--- src/rtl/prog_load_if.sv ---
// Loader byte stream and instruction-memory write port of the program download
// controller, bundled with master (loader/bench) and slave (controller) views.
interface prog_load_if #(
   parameter int INST_MEM_WIDTH = 2
);
   logic [7:0]                input_data;
   logic                      input_valid;
   logic                      input_start;
   logic                      input_end;
   logic                      mem_we;
   logic [INST_MEM_WIDTH-1:0] mem_addr;
   logic [31:0]               mem_wdata;
   logic                      cpu_enable;
   logic                      loading;
   logic [INST_MEM_WIDTH:0]   word_count;
   logic                      err_partial;
   logic                      err_overflow;

   modport master (
      output input_data, input_valid, input_start, input_end,
      input  mem_we, mem_addr, mem_wdata, cpu_enable, loading,
      input  word_count, err_partial, err_overflow
   );

   modport slave (
      input  input_data, input_valid, input_start, input_end,
      output mem_we, mem_addr, mem_wdata, cpu_enable, loading,
      output word_count, err_partial, err_overflow
   );
endinterface

--- src/rtl/prog_load_ctrl.sv ---
// Program download sequencer: packs loader bytes into big-endian 32-bit words,
// writes them to consecutive instruction-memory addresses and gates CPU fetch.
module prog_load_ctrl #(
   parameter int INST_MEM_WIDTH = 2
) (
   input  logic        CLK,
   input  logic        reset,
   prog_load_if.slave  bus
);

   localparam logic [INST_MEM_WIDTH:0] LP_CAP = {1'b1, {INST_MEM_WIDTH{1'b0}}};

   typedef enum logic [1:0] {
      ST_RUN   = 2'd0,
      ST_LOAD  = 2'd1,
      ST_DRAIN = 2'd2
   } state_t;

   state_t                    r_state;
   state_t                    w_state_nxt;
   logic                      w_accept;
   logic                      w_clear;
   logic                      w_drain;
   logic                      w_word_done;
   logic [31:0]               w_word;

   logic [1:0]                r_byte_idx;
   logic [23:0]               r_asm;
   logic                      r_mem_we;
   logic [INST_MEM_WIDTH-1:0] r_mem_addr;
   logic [31:0]               r_mem_wdata;
   logic                      r_cpu_enable;
   logic                      r_loading;
   logic [INST_MEM_WIDTH:0]   r_word_count;
   logic                      r_err_partial;
   logic                      r_err_overflow;

   function automatic logic [INST_MEM_WIDTH:0] sat_inc(input logic [INST_MEM_WIDTH:0] v);
      return (v >= LP_CAP) ? LP_CAP : v + (INST_MEM_WIDTH+1)'(1);
   endfunction

   always_ff @(posedge CLK) begin
      if (reset) r_state <= ST_RUN;
      else       r_state <= w_state_nxt;
   end

   // input_start restarts from any state and beats a simultaneous input_end
   always_comb begin
      w_state_nxt = r_state;
      w_accept    = 1'b0;
      w_clear     = 1'b0;
      w_drain     = 1'b0;
      case (r_state)
         ST_RUN: begin
            if (bus.input_start) begin
               w_state_nxt = ST_LOAD;
               w_clear     = 1'b1;
            end
         end
         ST_LOAD: begin
            if (bus.input_start) begin
               w_clear = 1'b1;
            end else begin
               w_accept = bus.input_valid;
               if (bus.input_end) w_state_nxt = ST_DRAIN;
            end
         end
         ST_DRAIN: begin
            if (bus.input_start) begin
               w_state_nxt = ST_LOAD;
               w_clear     = 1'b1;
            end else begin
               w_state_nxt = ST_RUN;
               w_drain     = 1'b1;
            end
         end
         default: w_state_nxt = ST_RUN;
      endcase
   end

   assign w_word_done = w_accept && (r_byte_idx == 2'd3);
   assign w_word      = {r_asm, bus.input_data};

   always_ff @(posedge CLK) begin
      if (reset) begin
         r_byte_idx     <= 2'd0;
         r_asm          <= 24'd0;
         r_mem_we       <= 1'b0;
         r_mem_addr     <= '0;
         r_mem_wdata    <= 32'd0;
         r_cpu_enable   <= 1'b1;
         r_loading      <= 1'b0;
         r_word_count   <= '0;
         r_err_partial  <= 1'b0;
         r_err_overflow <= 1'b0;
      end else begin
         r_mem_we     <= 1'b0;
         r_cpu_enable <= (w_state_nxt == ST_RUN);
         r_loading    <= (w_state_nxt != ST_RUN);
         // Count the write being presented this cycle; a restart overrides it below
         if (r_mem_we) r_word_count <= sat_inc(r_word_count);
         if (w_clear) begin
            r_byte_idx     <= 2'd0;
            r_asm          <= 24'd0;
            r_word_count   <= '0;
            r_err_partial  <= 1'b0;
            r_err_overflow <= 1'b0;
         end else begin
            if (w_accept) begin
               r_byte_idx <= r_byte_idx + 2'd1;
               r_asm      <= w_word[23:0];
               if (w_word_done) begin
                  if (r_word_count < LP_CAP) begin
                     r_mem_we    <= 1'b1;
                     r_mem_addr  <= r_word_count[INST_MEM_WIDTH-1:0];
                     r_mem_wdata <= w_word;
                  end else begin
                     r_err_overflow <= 1'b1;
                  end
               end
            end
            if (w_drain) begin
               if (r_byte_idx != 2'd0) r_err_partial <= 1'b1;
               r_byte_idx <= 2'd0;
            end
         end
      end
   end

   assign bus.mem_we       = r_mem_we;
   assign bus.mem_addr     = r_mem_addr;
   assign bus.mem_wdata    = r_mem_wdata;
   assign bus.cpu_enable   = r_cpu_enable;
   assign bus.loading      = r_loading;
   assign bus.word_count   = r_word_count;
   assign bus.err_partial  = r_err_partial;
   assign bus.err_overflow = r_err_overflow;

endmodule

--- src/flat_wrapper.sv ---
// flat-port wrapper written by rule: the top's interface ports become plain ports
module prog_load_ctrl_flat 
#(
   parameter int INST_MEM_WIDTH = 2
)
  (CLK, reset, bus_input_data, bus_input_valid, bus_input_start, bus_input_end, bus_mem_we, bus_mem_addr, bus_mem_wdata, bus_cpu_enable, bus_loading, bus_word_count, bus_err_partial, bus_err_overflow);
  prog_load_if #(.INST_MEM_WIDTH(INST_MEM_WIDTH)) bus_i ();
  input  logic CLK;
  input  logic reset;
  input wire logic [$bits(bus_i.input_data)-1:0] bus_input_data;
  input wire logic [$bits(bus_i.input_valid)-1:0] bus_input_valid;
  input wire logic [$bits(bus_i.input_start)-1:0] bus_input_start;
  input wire logic [$bits(bus_i.input_end)-1:0] bus_input_end;
  output wire logic [$bits(bus_i.mem_we)-1:0] bus_mem_we;
  output wire logic [$bits(bus_i.mem_addr)-1:0] bus_mem_addr;
  output wire logic [$bits(bus_i.mem_wdata)-1:0] bus_mem_wdata;
  output wire logic [$bits(bus_i.cpu_enable)-1:0] bus_cpu_enable;
  output wire logic [$bits(bus_i.loading)-1:0] bus_loading;
  output wire logic [$bits(bus_i.word_count)-1:0] bus_word_count;
  output wire logic [$bits(bus_i.err_partial)-1:0] bus_err_partial;
  output wire logic [$bits(bus_i.err_overflow)-1:0] bus_err_overflow;
  assign bus_i.input_data = bus_input_data;
  assign bus_i.input_valid = bus_input_valid;
  assign bus_i.input_start = bus_input_start;
  assign bus_i.input_end = bus_input_end;
  assign bus_mem_we = bus_i.mem_we;
  assign bus_mem_addr = bus_i.mem_addr;
  assign bus_mem_wdata = bus_i.mem_wdata;
  assign bus_cpu_enable = bus_i.cpu_enable;
  assign bus_loading = bus_i.loading;
  assign bus_word_count = bus_i.word_count;
  assign bus_err_partial = bus_i.err_partial;
  assign bus_err_overflow = bus_i.err_overflow;
  prog_load_ctrl #(.INST_MEM_WIDTH(INST_MEM_WIDTH)) u_core (.CLK(CLK), .reset(reset), .bus(bus_i));
endmodule
--- config.mk ---
export PLATFORM = sky130hd
export DESIGN_NAME = prog_load_ctrl_flat
export DESIGN_NICKNAME = d
export VERILOG_FILES = /design/src/rtl/prog_load_if.sv /design/src/rtl/prog_load_ctrl.sv /design/src/flat_wrapper.sv
export SDC_FILE = /design/constraint.sdc
export NUM_CORES = 1
export LEC_CHECK = 0
export CAP_MARGIN = 20
export CORE_ASPECT_RATIO = 0.75
export CORE_MARGIN = 3
export CORE_UTILIZATION = 45
export CTS_CLUSTER_SIZE = 16
export DETAILED_ROUTE_END_ITERATION = 6
export PLACE_DENSITY = 0.7
export REMOVE_ABC_BUFFERS = 1
export SETUP_SLACK_MARGIN = 0.15
export SLEW_MARGIN = 20
export SYNTH_ARGS = -nofsm -noshare
export SYNTH_HDL_FRONTEND = slang
export SYNTH_SLANG_ARGS = --single-unit
--- constraint.sdc ---
create_clock -name CLK -period 4.1 [get_ports CLK]
set_input_delay 0.41 -clock CLK [delete_from_list [all_inputs] [get_ports CLK]]
set_output_delay 0.41 -clock CLK [all_outputs]
set_load 0.03 [all_outputs]
==> results.md, run 1 <==
- The number of antenna-violating nets in the routed design is 0.
- For this run, the slowest stage of the critical path takes 0.73 ns.
- The path length in cells of the critical path is 1.
- The sum of internal, switching and leakage power is 1.35 mW.
- The start point of the worst min-delay path is u_core.r_asm[19]$_SDFFE_PP0N_.
- The kind of start point of the critical path is a register.
- The analysis attributes to cell leakage a power of 1.17 nW.
- The total global-route track usage is 15.0%.
- Among cell families on the critical path, the largest total delay comes from buffers and inverters.
- After Yosys synthesis, full adders, half adders and majority gates account for between 1.5 and 2% of the synthesized area.
- The library cell contributing the largest single delay on the critical path is sky130_fd_sc_hd__clkdlybuf4s50_1.
- Once detailed placement completed, the half-perimeter wirelength came to 3240 um.
- The final hold violation count is 0.
- The last weighted congestion value of the routability-driven placer is a little over 0.7.
- The clock arrives with 0.0115 ns of skew.
- The run finished with clean final reports.
- The global-route wire length before repair is 8920 um.
- The fraction of registers with async set/reset is 0%.
- The floorplan die height is approximately 75 um.
- The clock slew seen by the registers of the worst setup and hold paths is 0.07 ns.
- The path depth of the worst reg2reg path is 5.
- The number of placed I/O pins is 55.
- The top cell type's share of synthesized area is 48.7%.
- TritonCTS built the clock tree.
- The critical path starts at u_core.bus.word_count[2]$_SDFFE_PP0P_.
- The number of max-cap violations is 0.
- Combinational logic is responsible for 4.1% of the overall power.
- The number of enable-type register cells in the synthesized netlist is 0.
- The count of clock tree sinks is 70.
- For this design the total switching power over the nets is 283 uW.
- The core outline area is 0.00601 mm^2.
- After layout, the worst path uses 47.8% of the clock period.
- The internal power of the cells totals 1.07 mW.
- The share of total power dissipated in the clock network is 45.3%.
- Synthesis produced ~310 cells.
- The root cell of the clock tree is sky130_fd_sc_hd__clkbuf_8.
- The critical path capture point is bus_word_count[2].
- The synthesized design spends more area on one cell type than any other, namely sky130_fd_sc_hd__dfxtp_1.
- The H-tree was split into 3 levels.
- After the first detailed-routing iteration, the DRC count stood at 112.
- The register area share after synthesis is about half.
- For this run, the leading register cell type out of synthesis is sky130_fd_sc_hd__dfxtp_1.
- At the worst endpoint, the required time is 3.69 ns.
- The critical path arrival is roughly 1.6 ns.
- The routed design could run at a clock period as short as 1.96 ns.
- No sink is reached through more buffers than the 2 on the longest clock path.
- The overall overflow remaining after global route is 0.
- The full die area is 0.00740 mm^2.
- The layout cell share with drive strength beyond 1 is under 10%.
- For this run, the number of Yosys warnings is 0.
- In this run the worst hold path is classified as register to register.
- The buffers inserted during post-CTS setup optimization is 0.
- The total negative slack is 0 ns.
- The repair_antennas step left the layout with diodes totalling 0.
- Setup repair after global routing left no endpoint under its margin.
- Compared with the post-synthesis result, the final layout area differs by 26.5%.
- The power density of the placed cells is 372 mW/mm^2.
- The source of the worst register-to-register timing path is u_core.r_state[1]$_SDFF_PP0_.
- In this run the core area contains 24 standard-cell rows.
- For the worst-skew pair, the clock arrives at the later sink with an insertion delay of 0.34 ns.
- By area, the combinational part of the netlist is dominated by simple AND/OR/NAND/NOR gates.
- The most common cell in the synthesized netlist is sky130_fd_sc_hd__dfxtp_1.
- The mux share of post-synthesis cell area is a little under an eighth.
- The count of distinct cell types in the synthesized netlist is 27.
- After detailed routing, the number of remaining DRC violations is 0.
- After detailed placement, the design holds a cell count of 423.
- The routed wire length is between 5000 and 6000 um.
- The initial core utilization is a little under half.
- The simple logic cell fraction of the synthesized area is 25.5%.
- The fraction of synthesized cell area in xor and xnor cells is 0%.
- The post-cts sizing count is 0.
- Walking the worst path, the cells encountered are clkdlybuf4s50_1.
- The endpoint identified for the worst register-to-register timing path is u_core.bus.mem_wdata[6]$_SDFFE_PP0P_.
- The switching part of the total is 20.9%.
- After detailed routing, the average wire length per cell comes to 12.0 um.
- After synthesis, the most frequently instantiated cells are sky130_fd_sc_hd__dfxtp_1, sky130_fd_sc_hd__nand2b_1, sky130_fd_sc_hd__nand2_1.
- The complex-gate fraction of the synthesized area is under 10%.
- For the pin with the worst max-slew slack, the measured transition is ~0.66 ns.
- The post-cts hold buffer count is 0.
- In the final design database the tool counted 373 nets.
- The setup-violating endpoint count in the final report is 0.
- Per report_power, the sequential group accounts for around half of the total.
- Buffers inserted during clock tree synthesis total 9.
- Counting flops and latches in the post-synthesis netlist gives 70.
- The worst reg-to-reg setup slack is between 2 and 2.5 ns.
- Timing would allow up to 0.510 GHz.
- The final design utilization is 60.6%.
- Across the VDD grid, the largest voltage drop is around 0.00021 V.
- The endpoint class of the critical path is a primary output.
- The final max-slew violation count came to 0.
- The via density per instance is 4.70.
- The via count of the first global-routing pass is 2003.
- The routed via count is approximately 2100.
- Along the worst path, the maximum fanout reaches 6.
- The first detailed-routing pass took 4 iterations.
- The setup path with the least slack is of type register to primary output.
- From left edge to right edge, the die measures just under 100 um.
- The number of non-filler instances in the completed layout is approximately 440.
- Each instance of the synthesized netlist takes up on average 9.37 um^2.
- In the post-synthesis netlist, the biggest area contributors are sky130_fd_sc_hd__dfxtp_1, sky130_fd_sc_hd__nand2b_1, sky130_fd_sc_hd__mux2i_1.
- The count of buffers inserted at the top-level ports is 54.
- Entering global routing, the biggest net connects 75 pins.
- The number of buffers and inverters on the critical path is 1.
- The number of antenna violations at the first check in global routing is 0.
- The area of the mapped netlist is 0.00288 mm^2.
- The remaining max-slew budget at the tightest pin is between 50% and 60%.
## sequential cells by signal, summed over array words and instances, names as in the netlist
register and cells:
u_core.bus.mem_wdata 32, u_core.r_asm 24, u_core.bus.word_count 3, u_core.bus.mem_addr 2, u_core.r_byte_idx 2, u_core.r_state 2
u_core.bus.cpu_enable 1, u_core.bus.err_overflow 1, u_core.bus.err_partial 1, u_core.bus.loading 1, u_core.bus.mem_we 1
## final cells by class
class                           instances  area, um^2
Clock buffer                           11         141
Clock inverter                          5        82.6
Fill cell                             553        2370
Inverter                                7        26.3
Multi-Input combinational cell        210        1330
Sequential cell                        70        1400
Tap cell                               78        97.6
Timing Repair Buffer                   58         566
## how the worst min path moves through the flow
stage	end	slack, ns	cells past startpoint
after floorplan	u_core.r_asm[16]$_SDFFE_PP0N_	0.44	2
after global placement	u_core.r_asm[21]$_SDFFE_PP0N_	0.44	2
after detailed placement	u_core.r_asm[16]$_SDFFE_PP0N_	0.45	2
after CTS	u_core.r_asm[16]$_SDFFE_PP0N_	0.46	2
after global routing	u_core.r_asm[17]$_SDFFE_PP0N_	0.48	2
final	u_core.r_asm[19]$_SDFFE_PP0N_	0.46	2
## power groups by stage
stage	Clock, mW	Sequential, mW	Combinational (mW)
floorplan	0	0.703	0.0237
CTS	0.632	0.684	0.0561
detailed placement	0	0.700	0.0559
global placement	0	0.700	0.0551
finish	0.614	0.685	0.0557
global route	0.663	0.685	0.0615
## cells by family (layout without fill, tap and decap cells)
kind of cell             count (synthesis)  after routing
adder cells (fa/ha/maj)                  4              4
buffers and inverters                   27             81
multiplexers                            34             34
flip-flops                              70             70
AND/OR/NAND/NOR                        137            137
AO/OA/AOI/OAI                           35             35
## metal layers
metal / GRT usage, % / share of wire (%)
met1: 18.8 / 49
met2: 24.2 / 45
met3: 5.74 / 4.7
met4: 5.00 / 1.0
met5: 0 / 0
## cells in the final DEF (no fill, tap or decap), types with 2 or more instances in the layout
cell type,count
sky130_fd_sc_hd__nand2_1,53
sky130_fd_sc_hd__dfxtp_1,70
sky130_fd_sc_hd__ha_1,4
sky130_fd_sc_hd__bufinv_16,2
sky130_fd_sc_hd__clkinv_4,2
sky130_fd_sc_hd__nor2_1,6
sky130_fd_sc_hd__clkbuf_8,10
sky130_fd_sc_hd__buf_4,4
sky130_fd_sc_hd__mux2i_1,34
sky130_fd_sc_hd__nand2b_1,68
sky130_fd_sc_hd__inv_1,7
sky130_fd_sc_hd__a21oi_1,30
sky130_fd_sc_hd__clkdlybuf4s50_1,53
sky130_fd_sc_hd__nand3b_1,2
## metrics by stage
step	area (um^2)	worst slack (ns)	hold slack, ns
2_1_floorplan	2740	0.443	0.437
5_1_grt	3640	2.00	0.476
6_report	3640	2.14	0.457
4_1_cts	3630	2.12	0.460
3_5_place_dp	3410	1.83	0.449
3_3_place_gp	3410	1.89	0.445
(Power assumes the default switching activity.)
==> run 2, diff against run 1 <==
clock period = 1.9 ns   (was 4.1 ns; I/O delays follow)
==> results.md, run 2 (same netlist as run 1, synthesis figures left out) <==
- The flow ran to the end, and the final reports show no timing, DRC or antenna violations.
- The worst clock skew on the final layout is 0.00433 ns (-0.00715 ns).
- The largest net degree at the start of global routing is 47 (-37%).
- The final design utilization is 61.7% (+1.1 points).
- The endpoint class of the critical path is a primary output.
- The combined buffer and inverter count along the critical path is 1 (unchanged).
- The final max-slew violation count is 0 (unchanged).
- The tree is rooted in a sky130_fd_sc_hd__clkbuf_8.
- The full die area was 0.00740 mm^2 (unchanged).
- The last weighted congestion value of the routability-driven placer is 0.729 (+1.9%).
- The total clock buffers created by CTS is 9 (unchanged).
- The count of clock tree sinks is 70 (unchanged).
- The worst reg-to-reg setup slack came to 0.38 ns (-1.99 ns).
- The data required time at the worst endpoint came to 1.71 ns (-1.98 ns).
- The final hold violation count came to 0 (unchanged).
- The number of flip-flops in the largest register is 32 (unchanged).
- The count of buffers inserted at the top-level ports is 54 (unchanged).
- The global-route wire length before repair is 9410 um (+5.5%).
- The number of antenna-violating nets in the routed design is 0 (unchanged).
- The initial core utilization was 47.9% (unchanged).
- The number of max-cap violations is 0 (unchanged).
- The first-pass iteration count of the detailed router is 4 (unchanged).
- Broken down by cell family, the worst path's largest delay share belongs to buffers and inverters.
- The leakage power summed over all cells is 1.21 nW (+4.1%).
- The number of antenna violations at the first check in global routing came to 0 (unchanged).
- In this run the worst hold path is classified as input port to register.
- The floorplan die height is 75.2 um (unchanged).
- The maximum cell stage delay along the critical path is 0.70 ns (-0.03 ns).
- The total number of H-tree levels came to 3 (unchanged).
- The post-DP HPWL came to 3600 um (+11%).
- The critical path in this run is classified as register to primary output.
- The kind of start point of the critical path is a register.
- The number of violations reported at the end of detailed-routing iteration 0 was 98 (-13%).
- The number of buffers on the longest clock path is 2 (unchanged).
- Timing would allow up to about 0.6 GHz.
- The area growth from synthesis to layout is 28.8%.
- The post-cts hold buffer count came to 0 (unchanged).
- The number of nets at the end of the flow was 376 (+0.80%).
- The critical path arrival was 1.45 ns (-0.10 ns).
- Traced cell by cell, the critical path runs through clkdlybuf4s50_1.
- The largest driver fanout on the critical path is 5 (-1).
- The overall overflow remaining after global route was 0 (unchanged).
- The slowest stage of the critical path belongs to the cell sky130_fd_sc_hd__clkdlybuf4s50_1.
- The number of placed I/O pins was 55 (unchanged).
- The transition time of the tightest slew-check pin is 0.449 ns (-0.207 ns).
- The peak ir drop on the vdd network is 0.000449 V (+120%).
- The TritonCTS clock tree is built.
- The total global-route track usage is 16.1% (+1.1 points).
- The number of non-filler instances in the completed layout is 442 (+0.68%).
- The shortest period the worst path allows is about 1.6 ns.
- The routed via count is 2115 (+2.5%).
- The final critical-path share of the clock period is approximately 86%.
- The total placed instance area is 0.00348 mm^2 (+2.1%).
- The final instance area is 0.00370 mm^2 (+1.8%).
- The via density per instance is 4.79 (+1.8%).
- The remaining max-slew budget at the tightest pin is 70.1% (+14 points).
- The clock latency on the worst-skew pair is 0.34 ns (about the same).
- The die outline width came to 98.3 um (unchanged).
- The routed wire length was 5590 um (+6.4%).
- The remaining routing DRC violations is 0 (unchanged).
- The setup-violating endpoint count in the final report is 0 (unchanged).
- The average wire per cell in the routed design is 12.6 um (+5.7%).
- The buffers inserted during post-CTS setup optimization is 0 (unchanged).
- The antenna diode instance count is 0 (unchanged).
- The power density of the placed cells came to 792 mW/mm^2 (+110%).
- The via count of the first global-routing pass is 2007 (+0.20%).
- The number of cells in the design after placement is 426 (+0.71%).
- The core outline area is 0.00601 mm^2 (unchanged).
- Leaving out fill and tap cells, the most frequent cells in the layout are sky130_fd_sc_hd__dfxtp_1, sky130_fd_sc_hd__nand2b_1, sky130_fd_sc_hd__nand2_1, sky130_fd_sc_hd__clkdlybuf4s50_1, sky130_fd_sc_hd__mux2i_1.
- Leaving out fill and tap cells, the most frequent cell in the layout is sky130_fd_sc_hd__dfxtp_1.
- The layout cell share with drive strength beyond 1 was 7.42% (+1.0 points).
- The clock slew seen by the registers of the worst setup and hold paths is 0.07 ns (about the same).
- Setup repair after global routing left no endpoint under its margin.
- The row count came to 24 (unchanged).
[run 2: changes by cell type in the layout (fill, tap and decap cells not counted), sizes merged]
| cell | before | now |
|---|---|---|
| dlymetal6s2s | 0 | 1 |
| clkinv | 3 | 2 |
| clkinvlp | 0 | 2 |
| clkbuf | 11 | 10 |
| buf | 5 | 8 |
| clkdlybuf4s50 | 53 | 51 |
| dlygate4sd2 | 0 | 1 |
[run 2: power breakdown]
group | internal (mW) | total [mW] | switching [mW]
logic | 0.0690 | 0.132 | 0.0632
clock network | 0.770 | 1.32 | 0.554
registers | 1.47 | 1.48 | 0.00415
[run 2: routing by layer]
| layer | share of wire, % | vias up | GRT usage, % |
|---|---|---|---|
| met5 | 0 | - | 0 |
| met4 | 1.1 | 0 | 4.09 |
| met3 | 5.9 | 8 | 6.94 |
| met2 | 46 | 45 | 26.2 |
| met1 | 47 | 968 | 20.1 |
| li1 | - | 1094 | - |
[run 2: final timing paths]
path / from / end / cells after the start
max: u_core.bus.mem_we$_SDFF_PP0_ / bus_mem_we / 1
min: reset / u_core.bus.mem_we$_SDFF_PP0_ / 2
max reg2reg: u_core.r_state[1]$_SDFF_PP0_ / u_core.bus.mem_wdata[19]$_SDFFE_PP0P_ / 4
min reg2reg: u_core.r_asm[21]$_SDFFE_PP0N_ / u_core.r_asm[21]$_SDFFE_PP0N_ / 2
[run 2: repair_timing]
item | CTS | global route
endpoints found under the setup margin | 1 | 1
gates resized for setup | 1 | 1
hold endpoints to repair | 0 | 0
gates cloned | 0 | 0
[run 2: cell type report]
| class | count | area [um^2] |
|---|---|---|
| clock buffers | 10 | 138 |
| clock inverters | 6 | 85.1 |
| fillers | 546 | 2300 |
| inverters | 7 | 26.3 |
| multi-input cells | 210 | 1320 |
| flip-flops and latches | 70 | 1400 |
| well taps | 78 | 97.6 |
| repair buffers | 61 | 639 |
[run 2: per-stage QoR]
stage | hold slack, ns | TNS, ns | setup slack, ns | power (mW)
finish | 0.286 | 0 | 0.260 | 2.93
floorplan | 0.259 | -59.21 | -1.69 | 1.57
detailed placement | 0.449 | 0 | 0.132 | 1.64
global placement | 0.443 | 0 | 0.199 | 1.64
CTS | 0.269 | 0 | 0.187 | 2.97
global route | 0.318 | 0 | 0.196 | 3.05
